<file path="config.mk">
export PLATFORM = sky130hd
export DESIGN_NAME = load_store_unit
export DESIGN_NICKNAME = d
export VERILOG_FILES = /design/src/rtl/load_store_unit_pkg.sv /design/src/rtl/load_store_unit_load_extend.sv /design/src/rtl/load_store_unit.sv
export SDC_FILE = /design/constraint.sdc
export NUM_CORES = 1
export LEC_CHECK = 0
export ABC_AREA = 1
export CAP_MARGIN = 25
export CORE_MARGIN = 2
export CORE_UTILIZATION = 41
export CTS_BUF_LIST = sky130_fd_sc_hd__clkbuf_8
export DETAILED_ROUTE_END_ITERATION = 10
export PLACE_DENSITY = 0.84
export SYNTH_ARGS = -nofsm -noshare
export SYNTH_HDL_FRONTEND = slang
export SYNTH_SLANG_ARGS = --single-unit
</file>
<file path="constraint.sdc">
create_clock -name clk -period 4.2 [get_ports clk]
set_clock_uncertainty 0.15 [all_clocks]
set_input_delay 0.84 -clock clk [delete_from_list [all_inputs] [get_ports clk]]
set_output_delay 0.84 -clock clk [all_outputs]
set_load 0.01 [all_outputs]
</file>
<file path="src/rtl/load_store_unit_pkg.sv">
// Shared constants, state type and decode helpers for the load/store unit.
package load_store_unit_pkg;

    localparam logic [6:0] OPC_LOAD  = 7'b0000011;
    localparam logic [6:0] OPC_STORE = 7'b0100011;

    localparam logic [1:0] ERR_OK       = 2'b00;
    localparam logic [1:0] ERR_MISALIGN = 2'b01;
    localparam logic [1:0] ERR_ILLEGAL  = 2'b10;
    localparam logic [1:0] ERR_TIMEOUT  = 2'b11;

    localparam int unsigned FUNCT3_W = 3;

    localparam logic [FUNCT3_W-1:0] F3_BYTE   = 3'b000;
    localparam logic [FUNCT3_W-1:0] F3_HALF   = 3'b001;
    localparam logic [FUNCT3_W-1:0] F3_WORD   = 3'b010;
    localparam logic [FUNCT3_W-1:0] F3_BYTE_U = 3'b100;
    localparam logic [FUNCT3_W-1:0] F3_HALF_U = 3'b101;

    typedef enum logic [1:0] {
        ST_IDLE,
        ST_ACCESS,
        ST_RESP
    } state_t;

    // Loads accept all five widths/extensions, stores only the three widths.
    function automatic logic is_legal(input logic [6:0] opcode, input logic [FUNCT3_W-1:0] funct3);
        logic ok;
        ok = 1'b0;
        if (opcode == OPC_LOAD) begin
            ok = (funct3 == F3_BYTE) || (funct3 == F3_HALF) || (funct3 == F3_WORD) ||
                 (funct3 == F3_BYTE_U) || (funct3 == F3_HALF_U);
        end else if (opcode == OPC_STORE) begin
            ok = (funct3 == F3_BYTE) || (funct3 == F3_HALF) || (funct3 == F3_WORD);
        end
        return ok;
    endfunction

    // size: 00 byte, 01 half, 10 word (funct3[1:0]).
    function automatic logic is_misaligned(input logic [1:0] size, input logic [1:0] offset);
        logic mis;
        case (size)
            2'b01:   mis = offset[0];
            2'b10:   mis = (offset != 2'b00);
            default: mis = 1'b0;
        endcase
        return mis;
    endfunction

    function automatic logic [3:0] lane_mask(input logic [1:0] size, input logic [1:0] offset);
        logic [3:0] m;
        case (size)
            2'b00:   m = 4'b0001 << offset;
            2'b01:   m = 4'b0011 << offset;
            default: m = 4'b1111;
        endcase
        return m;
    endfunction

    function automatic logic [31:0] replicate(input logic [1:0] size, input logic [31:0] data);
        logic [31:0] r;
        case (size)
            2'b00:   r = {4{data[7:0]}};
            2'b01:   r = {2{data[15:0]}};
            default: r = data;
        endcase
        return r;
    endfunction

endpackage

</file>
<file path="src/rtl/load_store_unit_load_extend.sv">
// Selects the addressed lane of a read word and sign/zero-extends it.
module load_extend
    import load_store_unit_pkg::*;
(
    input  logic [FUNCT3_W-1:0] funct3,
    input  logic [1:0]          offset,
    input  logic [31:0]         word,
    output logic [31:0]         value
);

    logic [31:0] shifted;

    // Shift the addressed byte down to lane 0, then extend by load kind.
    always_comb begin
        shifted = word >> {offset, 3'b000};
        case (funct3)
            F3_BYTE:   value = {{24{shifted[7]}}, shifted[7:0]};
            F3_HALF:   value = {{16{shifted[15]}}, shifted[15:0]};
            F3_WORD:   value = shifted;
            F3_BYTE_U: value = {24'b0, shifted[7:0]};
            F3_HALF_U: value = {16'b0, shifted[15:0]};
            default:   value = '0;
        endcase
    end

endmodule

</file>
<file path="src/rtl/load_store_unit.sv">
// Single-outstanding load/store unit: decodes, checks alignment, drives one
// memory request with a timeout and returns extended load data.
module load_store_unit
    import load_store_unit_pkg::*;
#(
    parameter int unsigned TIMEOUT = 255
) (
    input  logic        clk,
    input  logic        rst,
    input  logic        req_valid,
    output logic        req_ready,
    input  logic [16:0] op,
    input  logic [31:0] addr,
    input  logic [31:0] wdata,
    output logic        resp_valid,
    output logic [31:0] rdata,
    output logic [1:0]  err,
    output logic        mem_req,
    output logic        mem_we,
    output logic [31:0] mem_addr,
    output logic [3:0]  mem_be,
    output logic [31:0] mem_wdata,
    input  logic        mem_ack,
    input  logic [31:0] mem_rdata
);

    localparam int unsigned CNT_W = (TIMEOUT < 2) ? 1 : $clog2(TIMEOUT + 1);

    state_t              state;
    logic [CNT_W-1:0]    cnt;
    logic [CNT_W-1:0]    cnt_next;
    logic [FUNCT3_W-1:0] f3_q;
    logic [1:0]          off_q;
    logic [31:0]         ext_value;
    logic                dec_legal;
    logic                dec_mis;
    logic [1:0]          dec_size;
    logic                unused_funct7;

    // funct7 holds immediate bits for loads/stores and is never decoded.
    assign unused_funct7 = ^op[16:10];

    load_extend u_load_extend (
        .funct3 (f3_q),
        .offset (off_q),
        .word   (mem_rdata),
        .value  (ext_value)
    );

    // Decode the request currently presented by the execute stage.
    always_comb begin
        dec_size  = op[8:7];
        dec_legal = is_legal(op[6:0], op[9:7]);
        dec_mis   = is_misaligned(dec_size, addr[1:0]);
        cnt_next  = cnt + 1'b1;
    end

    // Transaction FSM with all outputs registered.
    always_ff @(posedge clk or posedge rst) begin
        if (rst) begin
            state      <= ST_IDLE;
            req_ready  <= 1'b1;
            resp_valid <= 1'b0;
            rdata      <= '0;
            err        <= ERR_OK;
            mem_req    <= 1'b0;
            mem_we     <= 1'b0;
            mem_addr   <= '0;
            mem_be     <= '0;
            mem_wdata  <= '0;
            cnt        <= '0;
            f3_q       <= '0;
            off_q      <= '0;
        end else begin
            case (state)
                ST_IDLE: begin
                    if (req_valid) begin
                        f3_q      <= op[9:7];
                        off_q     <= addr[1:0];
                        req_ready <= 1'b0;
                        if (!dec_legal || dec_mis) begin
                            // Illegal outranks misaligned; no memory access.
                            err        <= dec_legal ? ERR_MISALIGN : ERR_ILLEGAL;
                            rdata      <= '0;
                            resp_valid <= 1'b1;
                            state      <= ST_RESP;
                        end else begin
                            mem_req   <= 1'b1;
                            mem_we    <= (op[6:0] == OPC_STORE);
                            mem_addr  <= {addr[31:2], 2'b00};
                            mem_be    <= lane_mask(dec_size, addr[1:0]);
                            mem_wdata <= replicate(dec_size, wdata);
                            cnt       <= '0;
                            state     <= ST_ACCESS;
                        end
                    end
                end
                ST_ACCESS: begin
                    if (mem_ack) begin
                        // An ack on the final permitted cycle still wins.
                        mem_req    <= 1'b0;
                        err        <= ERR_OK;
                        rdata      <= mem_we ? '0 : ext_value;
                        resp_valid <= 1'b1;
                        state      <= ST_RESP;
                    end else if (cnt_next == CNT_W'(TIMEOUT)) begin
                        mem_req    <= 1'b0;
                        err        <= ERR_TIMEOUT;
                        rdata      <= '0;
                        resp_valid <= 1'b1;
                        state      <= ST_RESP;
                    end else begin
                        cnt <= cnt_next;
                    end
                end
                ST_RESP: begin
                    resp_valid <= 1'b0;
                    req_ready  <= 1'b1;
                    state      <= ST_IDLE;
                end
                default: begin
                    state     <= ST_IDLE;
                    req_ready <= 1'b1;
                end
            endcase
        end
    end

endmodule

</file>
==> results.py <==
metrics = {
    "synthesis": {
        "synth-edff-count": 0,
        "synthTopCellsByCount": "nand2_1 (250), o21ai_0 (129), dfrtp_1 (118)",
        "async_flop_share_pct": 100,
        "ys_ff_latch": 119,
        "synth_cells": 760,
        "netlist_top_cells_area": "dfrtp_1 (50%), nand2_1 (16%), o21ai_0 (11%), inv_1 (4.9%), a21oi_1 (3.0%)",
        "yosys.cell_types.count": 30,
        "synthFlopType": "dfrtp_1",
        "ys.warnings.count": 0,
        "netlist.area_leader.share_pct": 50.1,
        "yosysSeqAreaShare_pct": 50.5,
        "synth_top_area_cell": "dfrtp_1",
        "avgSynthCellArea_sq_um": 7.76,
        "yosysMostFrequentCell": "nand2_1",
        "syn_area_sq_um": 5900,
    },
    "placed_design": {
        "place_ws_ns": 0.550,
        "hpwl_um": 12100,
        "gp_congestion": 0.886,
        "io_buffers": 213,
    },
    "cells_and_area": {
        "antennaDiodeCount": 0,
        "fin_util_pct": 61.1,
        "drive_gt1_share_pct": 6.37,
        "fill_cells": 1253,
        "final_nets": 1083,
        "areaGrowthSynthToFinish_pct": 44.9,
    },
    "critical_path": {
        "path_buf_inv": 4,
        "worstPathMaxFanout": 94,
        "critPathArrivalTime_ns": 3.33,
        "worst_ep_required_time_ns": 4.36,
        "crit_chain": "clkdlybuf4s50_1, clkinv_1, ha_1, nor2_2, nand2_1, nand2_1, nor2_2, nand2_1, inv_2, nand3_4, buf_12, nand2_1, o21ai_0",
        "crit_path_max_incr_delay_ns": 0.50,
        "slowest_stage": "clkdlybuf4s50_1",
        "cp-end-kind": "flop",
        "crit_top_cell": "nand2_1",
        "worst_setup_path_start_kind": "primary input",
        "critPathKind": "in2reg",
        "crit_family": "buffers and inverters",
    },
    "die": {
        "fp.dieH_um": 124,
        "dieWidth_um": 124,
        "pin_count": 223,
        "dieArea_sq_um": 15400,
        "initial_core_util_pct": 42.2,
        "coreArea_sq_um": 14000,
        "row_count": 43,
    },
    "global_routing": {
        "grt_pass1_wl_um": 26600,
        "track_usage_pct": 22.7,
        "grt_max_degree": 95,
        "grt_pass1_vias": 5335,
        "overflow": 0,
        "antenna_found_initial": 0,
    },
    "detailed_routing": {
        "routed_via_density": 4.96,
        "dr.pass1.iters": 6,
        "drt-initial-drc-count": 606,
        "postRouteAntennaNets": 0,
        "post_drt_wl_per_cell_um": 14.5,
        "vias": 5723,
        "drc_errors": 0,
        "wl_um": 16700,
    },
    "sta": {
        "relSlewSlack_pct": 54.9,
        "fin_ws_ns": 1.03,
        "holdWs_ns": 0.324,
        "setup_viol": 0,
        "setup-tns-final_ns": 0,
        "period_share_pct": 75.5,
        "finalMaxSlewViolations": 0,
        "period_needed_ns": 3.17,
        "hold_viol": 0,
        "rsz0062_at_grt": "false",
        "tightest_slew_ns": 0.676,
        "clock.fmax_ghz": 0.315,
    },
    "power": {
        "vdd_drop_max_mv": 0.232,
        "p_per_area_nw_per_um2": 412,
        "leakage_uw": 0.00410,
    },
    "clocking": {
        "post-cts-setup-buffers": 0,
        "clk_latency_ns": 0.44,
        "cts.sinks": 119,
        "htreeDepth": 4,
        "cts_tree": "built",
        "cts.clk_slew.worst_paths_ns": 0.07,
        "cts_buffer_depth": 2,
        "holdBufCountCts": 0,
        "cts_resized": 0,
        "cts_inserted_buffers": 17,
        "root_buffer": "clkbuf_8",
    },
    "run": {
        "maxCapViolations": 0,
    },
    "run_status": {
        "status": "completed",
    },
    "min_path": {
        "min_path_type": "reg2reg",
    },
}
## per-stage QoR
stage / power, uW / instances / cell area (sq um)
global route: 3740 / 1154 / 8550
detailed placement: 2360 / 1122 / 8100
finish: 3520 / 1154 / 8550
global placement: 2340 / 1122 / 8100
floorplan: 2000 / 761 / 5900
CTS: 3540 / 1154 / 8550
## layout make-up
class                           instances  area, sq um  share of cell area (%)
Inverter                               81          307                    3.59
Sequential cell                       119         2980                    34.9
Clock buffer                           20          275                    3.22
Tap cell                              180          225                    2.64
Multi-Input combinational cell        523         2380                    27.9
Clock inverter                         12          175                    2.05
Timing Repair Buffer                  219         2200                    25.8
## worst reg2reg max path: stages (launching register included)
cell and delay, ns:
dfrtp_1 0.78, inv_1 0.45, o211ai_1 0.22, o21ai_1 0.15
nand3_2 0.21, nand2_1 0.29, o21ai_0 0.37, nand2_1 0.09
## worst paths after layout
kind,slack [ns],cells past startpoint,endpoint,start
setup reg to reg,1.38,7,rdata[26],off_q[1]
setup / recovery,1.03,13,mem_wdata[29],op[8]
hold reg to reg,0.32,2,rdata[18],rdata[18]
max in group asynchronous,2.42,3,req_ready,rst
hold / removal,0.32,2,rdata[18],rdata[18]
min in group asynchronous,0.65,2,mem_addr[6],rst
## cells in the final DEF (no fill, tap or decap), types with 2 or more instances in the layout
master / instances
bufinv_16: 4
inv_1: 78
nand2_2: 7
o211ai_1: 2
o21ai_1: 9
ha_1: 5
nor3_1: 8
inv_2: 3
nand3_4: 2
nand4_1: 3
conb_1: 2
dfrtp_1: 118
nand3_1: 9
a21oi_1: 35
buf_4: 4
o21ai_2: 5
clkdlybuf4s50_1: 213
clkinvlp_4: 4
nor2_1: 42
o21ai_0: 129
nand3_2: 2
clkbuf_8: 20
nand2_1: 250
buf_12: 2
a31oi_1: 6
nor2_2: 4
## cell families after synthesis
| group | Yosys count | share of synthesized area, % |
|---|---|---|
| buffers and inverters | 119 | 9.29 |
| other | 1 | 0.0636 |
| AND/OR/NAND/NOR | 328 | 22.5 |
| AO/OA/AOI/OAI | 188 | 16.6 |
| flip-flops | 119 | 50.5 |
| adder cells (fa/ha/maj) | 5 | 1.06 |
## layer usage
| layer | track usage [%] | vias up | part of all wire (%) |
|---|---|---|---|
| met2 | 36.7 | 236 | 49 |
| li1 | - | 2819 | - |
| met3 | 8.97 | 37 | 9.0 |
| met4 | 8.22 | 0 | 2.5 |
| met1 | 27.7 | 2631 | 40 |
| met5 | 0 | - | 0 |
## state kept, by name, summed over array words and instances (netlist names)
| signal | count |
|---|---|
| state | 2 |
| rdata | 32 |
| mem_we | 1 |
| f3_q | 3 |
| resp_valid | 1 |
| mem_addr | 30 |
| mem_req | 1 |
| req_ready | 1 |
| mem_be | 4 |
| mem_wdata | 32 |
| err | 2 |
| off_q | 2 |
| cnt | 8 |
## power breakdown
group          internal (uW)  switching (uW)  total, uW
combinational            393             618       1010
clock                    692             474       1170
sequential              1250            93.5       1340
No activity file was read; power rests on OpenSTA's default activity.
